## config.mk

```make
export PLATFORM = sky130hd
export DESIGN_NAME = neopixel_frame_sequencer_flat
export DESIGN_NICKNAME = d
export VERILOG_FILES = /design/src/rtl/neopixel_pkg.sv /design/src/rtl/neopixel_frame_sequencer_if.sv /design/src/rtl/neopixel_bit_encoder.sv /design/src/rtl/neopixel_frame_sequencer.sv /design/src/flat_wrapper.sv
export SDC_FILE = /design/constraint.sdc
export NUM_CORES = 1
export LEC_CHECK = 0
export ABC_AREA = 0
export BUFFER_PORTS_ARGS = -buffer_cell sky130_fd_sc_hd__buf_4
export CORE_ASPECT_RATIO = 1.1
export CORE_UTILIZATION = 31
export CTS_BUF_LIST = sky130_fd_sc_hd__clkbuf_8
export DETAILED_ROUTE_END_ITERATION = 6
export GPL_ROUTABILITY_DRIVEN = 0
export SYNTH_ARGS = -nofsm -noshare
export SYNTH_HDL_FRONTEND = slang
export SYNTH_SLANG_ARGS = --single-unit
```

## constraint.sdc

```tcl
create_clock -name ACLK -period 3.6 [get_ports ACLK]
set_input_delay 0.72 -clock ACLK [delete_from_list [all_inputs] [get_ports ACLK]]
set_output_delay 0.72 -clock ACLK [all_outputs]
set_load 0.03 [all_outputs]
```

## src/rtl/neopixel_pkg.sv

```systemverilog
// Shared types and default timing for the NeoPixel frame sequencer.
// Latency: n/a (declarations only).
// Backpressure: n/a.
package neopixel_pkg;

    typedef enum logic [2:0] {
        ST_IDLE,
        ST_FETCH,
        ST_WAIT,
        ST_SHIFT,
        ST_LATCH
    } state_t;

    // One pixel is a GRB word, MSB shifted first.
    localparam int PIX_BITS = 24;

    // WS2812 timing at a 100 MHz ACLK.
    localparam int T0H_DEF    = 40;
    localparam int T1H_DEF    = 80;
    localparam int TBIT_DEF   = 125;
    localparam int TLATCH_DEF = 5000;

endpackage

```

## src/rtl/neopixel_frame_sequencer_if.sv

```systemverilog
// Command, pixel-buffer and LED-line signals of the frame sequencer.
// Latency: n/a (wiring only).
// Backpressure: none; pixel data returns a fixed one cycle after the read strobe.
interface neopixel_frame_sequencer_if
    import neopixel_pkg::*;
#(
    parameter int PIXEL_CNT_W = 8
);
    logic                   start;
    logic                   stop;
    logic [PIXEL_CNT_W-1:0] num_pixels;
    logic                   pix_rd;
    logic [PIXEL_CNT_W-1:0] pix_addr;
    logic [PIX_BITS-1:0]    pix_data;
    logic                   dout;
    logic                   busy;
    logic                   done;

    // Host side: register block, pixel buffer and LED pin.
    modport master (
        output start, stop, num_pixels, pix_data,
        input  pix_rd, pix_addr, dout, busy, done
    );

    // Sequencer side.
    modport slave (
        input  start, stop, num_pixels, pix_data,
        output pix_rd, pix_addr, dout, busy, done
    );
endinterface

```

## src/rtl/neopixel_bit_encoder.sv

```systemverilog
// Turns one load pulse + bit value into a TBIT-cycle WS2812 symbol (high T0H or T1H).
// Latency: dout rises the cycle after load; bit_done is high in the last cycle of the symbol.
// Backpressure: none; a load during bit_done chains the next symbol with no gap.
module neopixel_bit_encoder
    import neopixel_pkg::*;
#(
    parameter int T0H  = T0H_DEF,
    parameter int T1H  = T1H_DEF,
    parameter int TBIT = TBIT_DEF
) (
    input  logic ACLK,
    input  logic ARESETN,
    input  logic i_load,
    input  logic i_bit,
    output logic o_dout,
    output logic o_bit_done
);
    logic [15:0] r_cnt;
    logic [15:0] r_hi;
    logic        r_dout;
    logic        r_active;

    // Bit timer: r_cnt numbers the cycles of the symbol 1..TBIT; the line drops after r_hi cycles.
    always_ff @(posedge ACLK or negedge ARESETN) begin
        if (!ARESETN) begin
            r_cnt    <= 16'd0;
            r_hi     <= 16'd0;
            r_dout   <= 1'b0;
            r_active <= 1'b0;
        end else if (i_load) begin
            r_cnt    <= 16'd1;
            r_hi     <= i_bit ? 16'(T1H) : 16'(T0H);
            r_dout   <= 1'b1;
            r_active <= 1'b1;
        end else if (r_active) begin
            if (r_cnt == r_hi) begin
                r_dout <= 1'b0;
            end
            if (r_cnt == 16'(TBIT)) begin
                r_active <= 1'b0;
                r_cnt    <= 16'd0;
            end else begin
                r_cnt <= r_cnt + 16'd1;
            end
        end
    end

    assign o_dout     = r_dout;
    assign o_bit_done = r_active && (r_cnt == 16'(TBIT));

endmodule

```

## src/rtl/neopixel_frame_sequencer.sv

```systemverilog
// Fetches num_pixels GRB words, serializes them as WS2812 symbols, then latches and pulses done.
// Latency: pix_rd 1 cycle after start, first dout rise 3 cycles after start; pixel = 24*TBIT+2 cycles.
// Backpressure: none; start while busy is ignored, stop ends the frame at the next pixel boundary.
// Optional feature: define NEOPIXEL_REPEAT_EN to add repeat_en (frames restart after each latch).
module neopixel_frame_sequencer
    import neopixel_pkg::*;
#(
    parameter int PIXEL_CNT_W = 8,
    parameter int T0H         = T0H_DEF,
    parameter int T1H         = T1H_DEF,
    parameter int TBIT        = TBIT_DEF,
    parameter int TLATCH      = TLATCH_DEF
) (
    input  logic ACLK,
    input  logic ARESETN,
`ifdef NEOPIXEL_REPEAT_EN
    input  logic repeat_en,
`endif
    neopixel_frame_sequencer_if.slave bus
);
    localparam logic [PIXEL_CNT_W-1:0] CNT_ONE = PIXEL_CNT_W'(1);

    state_t                 r_state;
    logic [PIXEL_CNT_W-1:0] r_cnt;
    logic [PIXEL_CNT_W-1:0] r_addr;
    logic [PIX_BITS-1:0]    r_shift;
    logic [4:0]             r_bit_idx;
    logic                   r_stop_pend;
    logic                   r_pix_rd;
    logic                   r_busy;
    logic                   r_done;
    logic [15:0]            r_lat_left;

    logic w_load;
    logic w_bit;
    logic w_bit_done;
    logic w_dout;
    logic w_last_pix;

    // Launch a symbol when the pixel is captured and at every bit boundary except after bit 0.
    always_comb begin
        w_load = (r_state == ST_WAIT) ||
                 ((r_state == ST_SHIFT) && w_bit_done && (r_bit_idx != 5'd0));
        w_bit  = (r_state == ST_WAIT) ? bus.pix_data[PIX_BITS-1] : r_shift[PIX_BITS-2];
    end

    // A stop arriving on the boundary cycle itself still ends the frame there.
    assign w_last_pix = (r_cnt == CNT_ONE) || r_stop_pend || bus.stop;

    neopixel_bit_encoder #(
        .T0H  (T0H),
        .T1H  (T1H),
        .TBIT (TBIT)
    ) u_enc (
        .ACLK       (ACLK),
        .ARESETN    (ARESETN),
        .i_load     (w_load),
        .i_bit      (w_bit),
        .o_dout     (w_dout),
        .o_bit_done (w_bit_done)
    );

    // Frame FSM. LATCH lasts TLATCH+1 cycles: TLATCH low cycles plus the cycle carrying done.
    always_ff @(posedge ACLK or negedge ARESETN) begin
        if (!ARESETN) begin
            r_state     <= ST_IDLE;
            r_cnt       <= '0;
            r_addr      <= '0;
            r_shift     <= '0;
            r_bit_idx   <= 5'd0;
            r_stop_pend <= 1'b0;
            r_pix_rd    <= 1'b0;
            r_busy      <= 1'b0;
            r_done      <= 1'b0;
            r_lat_left  <= 16'd0;
        end else begin
            r_pix_rd <= 1'b0;
            r_done   <= 1'b0;
            case (r_state)
                ST_IDLE: begin
                    if (bus.start && !bus.stop) begin
                        r_cnt       <= bus.num_pixels;
                        r_addr      <= '0;
                        r_busy      <= 1'b1;
                        r_stop_pend <= 1'b0;
                        if (bus.num_pixels != '0) begin
                            r_state  <= ST_FETCH;
                            r_pix_rd <= 1'b1;
                        end else begin
                            r_state    <= ST_LATCH;
                            r_lat_left <= 16'(TLATCH);
                        end
                    end
                end
                ST_FETCH: begin
                    if (bus.stop) r_stop_pend <= 1'b1;
                    r_state <= ST_WAIT;
                end
                ST_WAIT: begin
                    if (bus.stop) r_stop_pend <= 1'b1;
                    r_shift   <= bus.pix_data;
                    r_bit_idx <= 5'(PIX_BITS - 1);
                    r_state   <= ST_SHIFT;
                end
                ST_SHIFT: begin
                    if (bus.stop) r_stop_pend <= 1'b1;
                    if (w_bit_done) begin
                        if (r_bit_idx != 5'd0) begin
                            r_bit_idx <= r_bit_idx - 5'd1;
                            r_shift   <= r_shift << 1;
                        end else begin
                            r_addr <= r_addr + CNT_ONE;
                            r_cnt  <= r_cnt - CNT_ONE;
                            if (w_last_pix) begin
                                r_state    <= ST_LATCH;
                                r_lat_left <= 16'(TLATCH);
                            end else begin
                                r_state  <= ST_FETCH;
                                r_pix_rd <= 1'b1;
                            end
                        end
                    end
                end
                ST_LATCH: begin
                    if (r_lat_left != 16'd0) begin
                        r_lat_left <= r_lat_left - 16'd1;
                        r_done     <= (r_lat_left == 16'd1);
                    end else begin
                        r_stop_pend <= 1'b0;
`ifdef NEOPIXEL_REPEAT_EN
                        if (repeat_en && !r_stop_pend) begin
                            r_cnt  <= bus.num_pixels;
                            r_addr <= '0;
                            if (bus.num_pixels != '0) begin
                                r_state  <= ST_FETCH;
                                r_pix_rd <= 1'b1;
                            end else begin
                                r_state    <= ST_LATCH;
                                r_lat_left <= 16'(TLATCH);
                            end
                        end else begin
                            r_state <= ST_IDLE;
                            r_busy  <= 1'b0;
                        end
`else
                        r_state <= ST_IDLE;
                        r_busy  <= 1'b0;
`endif
                    end
                end
                default: begin
                    r_state <= ST_IDLE;
                    r_busy  <= 1'b0;
                end
            endcase
        end
    end

    assign bus.pix_rd   = r_pix_rd;
    assign bus.pix_addr = r_addr;
    assign bus.dout     = w_dout;
    assign bus.busy     = r_busy;
    assign bus.done     = r_done;

endmodule

```

## src/flat_wrapper.sv

```systemverilog
// flat-port wrapper written by rule: the top's interface ports become plain ports
module neopixel_frame_sequencer_flat import neopixel_pkg::*;
#(
    parameter int PIXEL_CNT_W = 8,
    parameter int T0H         = T0H_DEF,
    parameter int T1H         = T1H_DEF,
    parameter int TBIT        = TBIT_DEF,
    parameter int TLATCH      = TLATCH_DEF
)
  (ACLK, ARESETN, bus_start, bus_stop, bus_num_pixels, bus_pix_data, bus_pix_rd, bus_pix_addr, bus_dout, bus_busy, bus_done);
  neopixel_frame_sequencer_if #(.PIXEL_CNT_W(PIXEL_CNT_W)) bus_i ();
  input  logic ACLK;
  input  logic ARESETN;
  input wire logic [$bits(bus_i.start)-1:0] bus_start;
  input wire logic [$bits(bus_i.stop)-1:0] bus_stop;
  input wire logic [$bits(bus_i.num_pixels)-1:0] bus_num_pixels;
  input wire logic [$bits(bus_i.pix_data)-1:0] bus_pix_data;
  output wire logic [$bits(bus_i.pix_rd)-1:0] bus_pix_rd;
  output wire logic [$bits(bus_i.pix_addr)-1:0] bus_pix_addr;
  output wire logic [$bits(bus_i.dout)-1:0] bus_dout;
  output wire logic [$bits(bus_i.busy)-1:0] bus_busy;
  output wire logic [$bits(bus_i.done)-1:0] bus_done;
  assign bus_i.start = bus_start;
  assign bus_i.stop = bus_stop;
  assign bus_i.num_pixels = bus_num_pixels;
  assign bus_i.pix_data = bus_pix_data;
  assign bus_pix_rd = bus_i.pix_rd;
  assign bus_pix_addr = bus_i.pix_addr;
  assign bus_dout = bus_i.dout;
  assign bus_busy = bus_i.busy;
  assign bus_done = bus_i.done;
  neopixel_frame_sequencer #(.PIXEL_CNT_W(PIXEL_CNT_W), .T0H(T0H), .T1H(T1H), .TBIT(TBIT), .TLATCH(TLATCH)) u_core (.ACLK(ACLK), .ARESETN(ARESETN), .bus(bus_i));
endmodule
```

==> results_dict.tcl, run 1 <==
set metrics [dict create \
    fin_util_pct 37.0 \
    p_per_area_nw_per_um2 587 \
    netlist_area_sq_um 4790 \
    gr-total-overflow 0 \
    ir_drop_v 0.000243 \
    seq_area_frac_synth_pct 45.4 \
    num_rows 47 \
    crit_required_ps 3840 \
    dr.pass1.iters 5 \
    synthAdderAreaFrac_pct 2.87 \
    area_growth_pct 16.1 \
    grt_pass1_wl_mm 19.6 \
    cts_tree "done" \
    clock_tree.buffer_depth 2 \
    routed_wl_mm 11.4 \
    avgSynthCellArea_sq_um 8.74 \
    via_per_inst 5.41 \
    yosys_register_bits 87 \
    syn_inst 548 \
    grt_max_degree 81 \
    drc 0 \
    synth_ff_type "dfrtp_1" \
    ant_nets 0 \
    nNetsFinal 635 \
    multi_input_area_sq_um 2440 \
    post_cts_buffers 0 \
    p_leak_uw 0.00227 \
    muxShareOfSynthArea_pct 1.72 \
    critPathKind "register to register" \
    cp-start-kind "register" \
    cp_data_arrival_time_ps 3450 \
    final.setup_skew_ps 9.63 \
    status "complete, no violations" \
    postCtsHoldBufs 0 \
    syn_nets 595 \
    clkTransAtPathRegs_ps 90 \
    wl_per_cell_um 14.4 \
    cap_violations 0 \
    nFillCells 1594 \
    async_reset_ff_share_pct 100 \
    synth_edf_count 0 \
    synth_compound_gate_area_share_pct 18.4 \
    cts_inserted_buffers 9 \
    synth_top_family_by_area "simple AND/OR/NAND/NOR gates" \
    grtUsageTotal_pct 14.9 \
    final_layout_size_suffix_gt1_share_pct 15.5 \
    dieWidth_um 121 \
    seqCellArea_sq_um 2180 \
    yosys_warnings 0 \
    drtIter0Drc 171 \
    critPathMaxFanout 13 \
    min_period_ps 3210 \
    die_area_sq_um 16000 \
    cts.sinks 87 \
    die_y_um 132 \
    ctsResizeCount 0 \
    num_vias 4270 \
    cts_max_level 3 \
    relSlewSlack_pct 32.2 \
    period_share_pct 89.1 \
    synthSimpleGateAreaFrac_pct 26.6 \
    worst_pin_slew_ps 1020 \
    finalSetupTns_ps 0 \
    timing.fmax_mhz 312 \
    synth_xor_area_share_pct 1.10 \
    place.port_buffers 47 \
    root_buffer "clkbuf_8" \
    rsz0062_at_grt "no" \
    setup_viol 0 \
    ioPinCount 48 \
    finalHoldViolCount 0 \
    placeableCoreArea_sq_um 15100 \
    p_total_uw 3270 \
    antenna_found_initial 0 \
    grt_pass1_vias 4187 \
    synthDistinctLibCells 64 \
    antenna_cells 0 \
    clk_latency_ps 360 \
    hp-class "register to register" \
    slew_violations 0 \
    hpwlAfterDp_mm 7.99 \
    start_util_pct 31.8 \
    end_kind "register" \
    r2r_slack_ps 390 \
]
-- synthesized netlist by cell type (3+ instances only) --
cell type	count	area, sq um
xnor2_1	4	35.0
mux2i_1	6	60.1
nand3_1	21	105
nand4_1	6	37.5
and3_1	9	56.3
a21o_1	8	60.1
nor2_1	49	184
nand2_1	95	357
or3_1	10	62.6
or2_2	4	25.0
nor4b_1	3	26.3
dfrtp_1	87	2180
or4b_2	4	40.0
a31oi_1	27	169
or4_1	4	30.0
a22oi_1	3	22.5
or4_4	3	33.8
nand2b_1	3	18.8
o21ai_0	28	140
a21oi_1	17	85.1
nor3b_1	5	37.5
o311ai_0	4	35.0
o211ai_1	8	60.1
ha_1	11	138
o22a_1	3	26.3
clkbuf_1	25	93.8
o21a_1	3	22.5
o31ai_1	5	37.5
nor3_1	15	75.1
o41ai_1	3	26.3
nor4_1	17	106
inv_1	15	56.3
o22ai_1	5	31.3
-- registers in the layout, indices dropped and copies added, names as in the netlist, 2 cells and up --
signal and flops:
u_core.bus.pix_addr 8, u_core.r_bit_idx 5, u_core.r_cnt 8, u_core.r_lat_left 16, u_core.r_shift 23, u_core.r_state 3, u_core.u_enc.r_cnt 16, u_core.u_enc.r_hi 2
-- through the flow --
step                worst slack [ps]  hold slack, ps  std cells  cell area [sq um]
floorplan                        750             424        548               4790
global placement                 462             483        773               5360
detailed placement               392             476        773               5360
CTS                              382             496        789               5570
global route                     298             526        789               5570
finish                           394             491        789               5570
-- final cells by class --
type                    instances  area share (%)
clock buffers                   9            2.23
inverters                      16            1.17
multi-input cells             416            43.8
flip-flops and latches         87            39.1
repair buffers                 58            7.82
well taps                     196            4.41
clock inverters                 7            1.44
-- per-layer routing --
metal	routed length, um	global-route usage, %
met5	0	0
met4	71	4.25
met3	466	2.94
met2	5550	24.1
met1	5270	20.1
-- final timing paths --
check	start	end	cells after the start
worst min register to register	u_core.u_enc.o_dout	u_core.u_enc.o_dout	1
worst max register to register	u_core.u_enc.r_cnt[10]	u_core.r_lat_left[1]	6
max in group asynchronous	ARESETN	u_core.r_shift[1]	2
worst max-delay path	u_core.u_enc.r_cnt[10]	u_core.r_lat_left[1]	6
min in group asynchronous	ARESETN	u_core.r_cnt[5]	1
worst min-delay path	u_core.u_enc.o_dout	u_core.u_enc.o_dout	1
-- worst max-delay path, cell delays in order, from the launching register on --
cell     delay (ps)
dfrtp_1         450
or4_4           540
or4_4           590
or4_4           500
a221o_1         520
inv_6           150
mux2_1          330
-- cell families after synthesis --
| family | Yosys count |
|---|---|
| mux | 8 |
| buf+inv | 45 |
| simple gates | 258 |
| compound gates | 133 |
| fa+ha+maj | 11 |
| flops | 87 |
| xor+xnor | 6 |
-- report_power, final --
| part | total, uW | internal, uW | switching [uW] |
|---|---|---|---|
| combinational | 1110 | 445 | 665 |
| sequential | 1450 | 1220 | 230 |
| clock | 709 | 329 | 379 |
-- cells in the final DEF (no fill, tap or decap), types with 4 or more instances in the layout --
cell,netlist,layout
mux2i_1,6,6
o211ai_1,8,8
inv_6,1,4
a21o_1,8,8
nand3_1,21,21
nand4_1,6,6
ha_1,11,11
a21oi_1,17,17
or4_1,4,4
o31ai_1,5,5
or2_2,4,4
buf_4,0,58
xnor2_1,4,4
o311ai_0,4,4
nor2_1,49,49
or3_1,10,10
nor3b_1,5,5
or4b_2,4,4
o22ai_1,5,5
nand2_1,95,95
o21ai_0,28,28
a31oi_1,27,27
dfrtp_1,87,87
nor3_1,15,15
nor4_1,17,17
and3_1,9,9
clkbuf_8,0,9
inv_1,15,15
(Power assumes the default switching activity.)
==> run 2, diff against run 1 <==
--- a/config.mk
+++ b/config.mk
@@ -6,11 +6,11 @@
 export NUM_CORES = 1
 export LEC_CHECK = 0
 export ABC_AREA = 0
-export BUFFER_PORTS_ARGS = -buffer_cell sky130_fd_sc_hd__buf_4
 export CORE_ASPECT_RATIO = 1.1
-export CORE_UTILIZATION = 31
+export CORE_UTILIZATION = 40
 export CTS_BUF_LIST = sky130_fd_sc_hd__clkbuf_8
 export DETAILED_ROUTE_END_ITERATION = 6
+export DONT_BUFFER_PORTS = 1
 export GPL_ROUTABILITY_DRIVEN = 0
 export SYNTH_ARGS = -nofsm -noshare
 export SYNTH_HDL_FRONTEND = slang
==> run 2 against run 1 <==
  * Clock skew up 6.0 ps
  * Critical path depth unchanged
  * Cell area down 7.6%
  * Wire length down 3.1%
  * Non-clock buffer count down 48
  * Combinational power down 12%
  * Flip-flop and latch count unchanged
  * Largest power group unchanged
==> results_dict.tcl, run 2 (synthesis gave the netlist of run 1 again) <==
set metrics [dict create \
    cap_violations 0 \
    finalHoldViolCount 0 \
    ir_drop_v 0.000300 \
    num_vias 4084 \
    fin_util_pct 44.3 \
    hpwlAfterDp_mm 7.55 \
    via_per_inst 5.88 \
    end_kind "register" \
    cts_inserted_buffers 9 \
    dieWidth_um 106 \
    met2_length_mm 5.20 \
    grtUsageTotal_pct 18.3 \
    crit_required_ps 3860 \
    multi_input_area_sq_um 2440 \
    place.port_buffers 0 \
    rsz0062_at_grt "no" \
    drt-met1-wl_mm 5.34 \
    grt_pass1_wl_mm 18.2 \
    slew_violations 0 \
    met3_wirelength_um 360 \
    mostFrequentLayoutCells "nand2_1 (95), dfrtp_1 (87), nor2_1 (49), o21ai_0 (28), a31oi_1 (27)" \
    grt_pass1_vias 3756 \
    die_y_um 117 \
    mostFrequentLayoutCell "nand2_1" \
    min_period_ps 3190 \
    routed_wl_mm 11.0 \
    start_util_pct 41.3 \
    final.setup_skew_ps 15.6 \
    ioPinCount 48 \
    cts_max_level 3 \
    p_per_area_nw_per_um2 617 \
    wl_per_cell_um 15.8 \
    nNetsFinal 587 \
    critPathKind "register to register" \
    cp_data_arrival_time_ps 3450 \
    area_growth_pct 7.28 \
    grt_max_degree 88 \
    ant_nets 0 \
    drc 0 \
    hp-class "primary input to asynchronous set/reset pin" \
    cp-start-kind "register" \
    worst_pin_slew_ps 921 \
    post_cts_buffers 0 \
    final_layout_size_suffix_gt1_share_pct 8.07 \
    placeableCoreArea_sq_um 11600 \
    ctsResizeCount 0 \
    dr.pass1.iters 5 \
    antenna_cells 0 \
    num_rows 41 \
    seqCellArea_sq_um 2180 \
    die_area_sq_um 12400 \
    setup_viol 0 \
    reg2reg_from "u_core.u_enc.r_cnt[10]" \
    p_leak_uw 0.00204 \
    cts_tree "done" \
    top_regs "u_core.r_shift: 23 flops, u_core.r_lat_left: 16 flops, u_core.u_enc.r_cnt: 16 flops" \
    clock_tree.buffer_depth 2 \
    clkTransAtPathRegs_ps 100 \
    nFillCells 1175 \
    routed.top_layer "met4" \
    finalSetupTns_ps 0 \
    relSlewSlack_pct 38.0 \
    clk_latency_ps 370 \
    critPathMaxFanout 13 \
    startpoint "u_core.u_enc.r_cnt[10]" \
    period_share_pct 88.7 \
    largest-register "u_core.r_shift" \
    root_buffer "clkbuf_8" \
    antenna_found_initial 0 \
    gr-total-overflow 0 \
    cts.sinks 87 \
    largest_reg_flops 23 \
    timing.fmax_mhz 313 \
    drtIter0Drc 380 \
    status "complete, no violations" \
    postCtsHoldBufs 0 \
]
==> run 2: changes by cell type in the layout (fill, tap and decap cells not counted), sizes merged <==
cell and delta:
bufinv -1, clkinv +2, inv +1, clkinvlp -2, buf -48
==> run 2: final timing paths <==
path                                                to  cells after the start  slack (ps)
max in group asynchronous            u_core.r_shift[0]                      0        3380
worst min register to register    u_core.r_lat_left[9]                      1         520
worst max-delay path              u_core.r_lat_left[1]                      6         410
worst min-delay path            u_core.u_enc.r_cnt[10]                      0          50
min in group ACLK                    u_core.r_shift[0]                      2         480
worst max register to register    u_core.r_lat_left[1]                      6         410
==> run 2: worst max-delay path: stages (launching register included) <==
cell and delay (ps):
dfrtp_1 460, or4_4 540, or4_4 590, or4_4 500, a221o_1 530, inv_6 150
mux2_1 320
==> run 2: cell type report <==
type,instances,area share [%]
repair buffers,10,1.46
clock buffers,9,2.41
inverters,16,1.27
flip-flops and latches,87,42.3
well taps,150,3.65
multi-input cells,416,47.4
clock inverters,7,1.44
==> run 2: stage by stage <==
step	instance area, sq um	std cells	hold WS, ps	total power, uW	setup slack, ps
after floorplan	4790	548	424	2230	750
after global placement	4940	679	431	2450	446
after detailed placement	4940	679	431	2490	408
after CTS	5140	695	21.6	3190	393
after global routing	5140	695	14.0	3390	310
final	5140	695	45.8	3170	406
==> run 2: routing by layer <==
| layer | track usage, % | vias up |
|---|---|---|
| li1 | - | 1980 |
| met1 | 24.8 | 2022 |
| met2 | 29.7 | 73 |
| met3 | 3.21 | 9 |
| met4 | 6.20 | 0 |
| met5 | 0 | - |
==> run 2: where the power goes <==
group          internal [uW]  switching, uW  total [uW]
combinational            393            580         974
clock                    274            420         694
sequential              1220            284        1500
==> run 3, diff against run 2 <==
--- a/config.mk
+++ b/config.mk
@@ -7,6 +7,7 @@
 export LEC_CHECK = 0
 export ABC_AREA = 0
 export CORE_ASPECT_RATIO = 1.1
+export CORE_MARGIN = 4
 export CORE_UTILIZATION = 40
 export CTS_BUF_LIST = sky130_fd_sc_hd__clkbuf_8
 export DETAILED_ROUTE_END_ITERATION = 6
==> run 3 against run 2 <==
  * Clock power grew 11%
  * Die area rose by 11%
  * Non-clock buffer count increased by 1
  * Clock skew decreased by 4.9 ps
  * First-iteration DRC count shrank 33%
==> results_dict.tcl, run 3 (synthesis gave the netlist of run 1 again) <==
set metrics [dict create \
    hp-class "primary input to asynchronous set/reset pin" \
    rsz0062_at_grt "no" \
    ir_drop_v 0.000254 \
    end_kind "register" \
    p_per_area_nw_per_um2 629 \
    relSlewSlack_pct 41.3 \
    root_buffer "clkbuf_8" \
    hpwlAfterDp_mm 7.84 \
    dp.cells 680 \
    area_growth_pct 7.91 \
    grtUsageTotal_pct 16.7 \
    cts_max_level 3 \
    stdcell_count 696 \
    ioPinCount 48 \
    placeableCoreArea_sq_um 11600 \
    p_sw_share_pct 38.3 \
    status "complete, no violations" \
    dieWidth_um 112 \
    die_y_um 123 \
    num_vias 4091 \
    combPwrFrac_pct 30.1 \
    clkPwrFrac_pct 23.6 \
    critPathMaxFanout 13 \
    final_layout_size_suffix_gt1_share_pct 8.24 \
    postCtsHoldBufs 0 \
    num_rows 41 \
    mostFrequentLayoutCell "nand2_1" \
    ctsResizeCount 0 \
    dr.pass1.iters 4 \
    routed_wl_mm 11.4 \
    drtIter0Drc 256 \
    clkTransAtPathRegs_ps 90 \
    mostFrequentLayoutCells "nand2_1 (95), dfrtp_1 (87), nor2_1 (49), o21ai_0 (28), a31oi_1 (27)" \
    slew_violations 0 \
    drc 0 \
    reg2reg_from "u_core.u_enc.r_cnt[10]" \
    grt_max_degree 88 \
    min_period_ps 3210 \
    crit_required_ps 3840 \
    cts.sinks 87 \
    largest_reg_flops 23 \
    worst_pin_slew_ps 872 \
    place.port_buffers 0 \
    critPathKind "register to register" \
    clock_tree.buffer_depth 2 \
    cap_violations 0 \
    cts_tree "done" \
    cts_inserted_buffers 9 \
    nNetsFinal 588 \
    r2r-end "u_core.r_lat_left[1]" \
    cp_data_arrival_time_ps 3460 \
    finalSetupTns_ps 0 \
    r2r_slack_ps 390 \
    finalHoldViolCount 0 \
    antenna_cells 0 \
    setup_viol 0 \
    final.setup_skew_ps 10.8 \
    startpoint "u_core.u_enc.r_cnt[10]" \
    via_per_inst 5.88 \
    largest-register "u_core.r_shift" \
    die_area_sq_um 13800 \
    period_share_pct 89.2 \
    intPower_uw 2010 \
    grt_pass1_vias 4011 \
    clk_latency_ps 360 \
    antenna_found_initial 0 \
    fin_hold_ws_ps 46.8 \
    cp-start-kind "register" \
    r2r_cells 6 \
    ant_nets 0 \
    post_cts_buffers 0 \
    grt_pass1_wl_mm 19.0 \
    gr-total-overflow 0 \
    start_util_pct 41.3 \
    p_switching_uw 1240 \
    seq_power_share_pct 46.3 \
    wl_per_cell_um 16.4 \
    top_regs "u_core.r_shift: 23 flops, u_core.r_lat_left: 16 flops, u_core.u_enc.r_cnt: 16 flops" \
    p_leak_uw 0.00205 \
    timing.fmax_mhz 311 \
]
-- run 3: changes by cell type in the layout (fill, tap and decap cells not counted), sizes merged --
cell,delta
clkinv,-2
buf,+1
clkinvlp,+3
inv,-3
bufinv,+2
-- run 3: worst max path at each step --
stage	endpoint	slack (ps)	cells after the start
2_1_floorplan	u_core.r_lat_left[1]	750	9
3_3_place_gp	u_core.r_lat_left[1]	440	6
3_5_place_dp	u_core.r_lat_left[1]	390	6
4_1_cts	u_core.r_lat_left[1]	380	6
5_1_grt	u_core.r_lat_left[1]	310	6
6_report	u_core.r_lat_left[1]	390	6
-- run 3: per-layer routing --
metal / GRT usage (%) / share of wire (%) / vias up
met5: 0 / 0 / -
met4: 6.54 / 1.8 / 0
met3: 3.50 / 4.1 / 17
met2: 27.6 / 48 / 97
met1: 21.6 / 47 / 1993
li1: - / - / 1984
-- run 3: power groups by stage --
stage / sequential (uW) / combinational [uW] / clock [uW]
3_3_place_gp: 1510 / 945 / 0
4_1_cts: 1500 / 981 / 788
6_report: 1510 / 978 / 767
3_5_place_dp: 1520 / 975 / 0
2_1_floorplan: 1430 / 793 / 0
5_1_grt: 1540 / 1110 / 837
-- run 3: final cells by class --
type | instances | area [sq um]
tap | 150 | 188
timing repair buffer | 11 | 82.6
multi-input combinational | 416 | 2440
clock buffer | 9 | 124
sequential | 87 | 2180
inverter | 16 | 65.1
fill | 1154 | 6420
clock inverter | 7 | 96.3
-- run 3: critical path, cell delays in order (launching register included) --
cell	delay, ps
dfrtp_1	450
or4_4	540
or4_4	600
or4_4	500
a221o_1	530
inv_6	150
mux2_1	320
-- run 3: per-stage QoR --
step	setup WS [ps]	total power [uW]	cell area, sq um	util (%)
2_1_floorplan	750	2230	4790	-
3_3_place_gp	442	2460	4950	42.7
3_5_place_dp	386	2500	4950	42.7
4_1_cts	378	3270	5170	44.6
5_1_grt	312	3490	5170	44.6
6_report	389	3250	5170	44.6
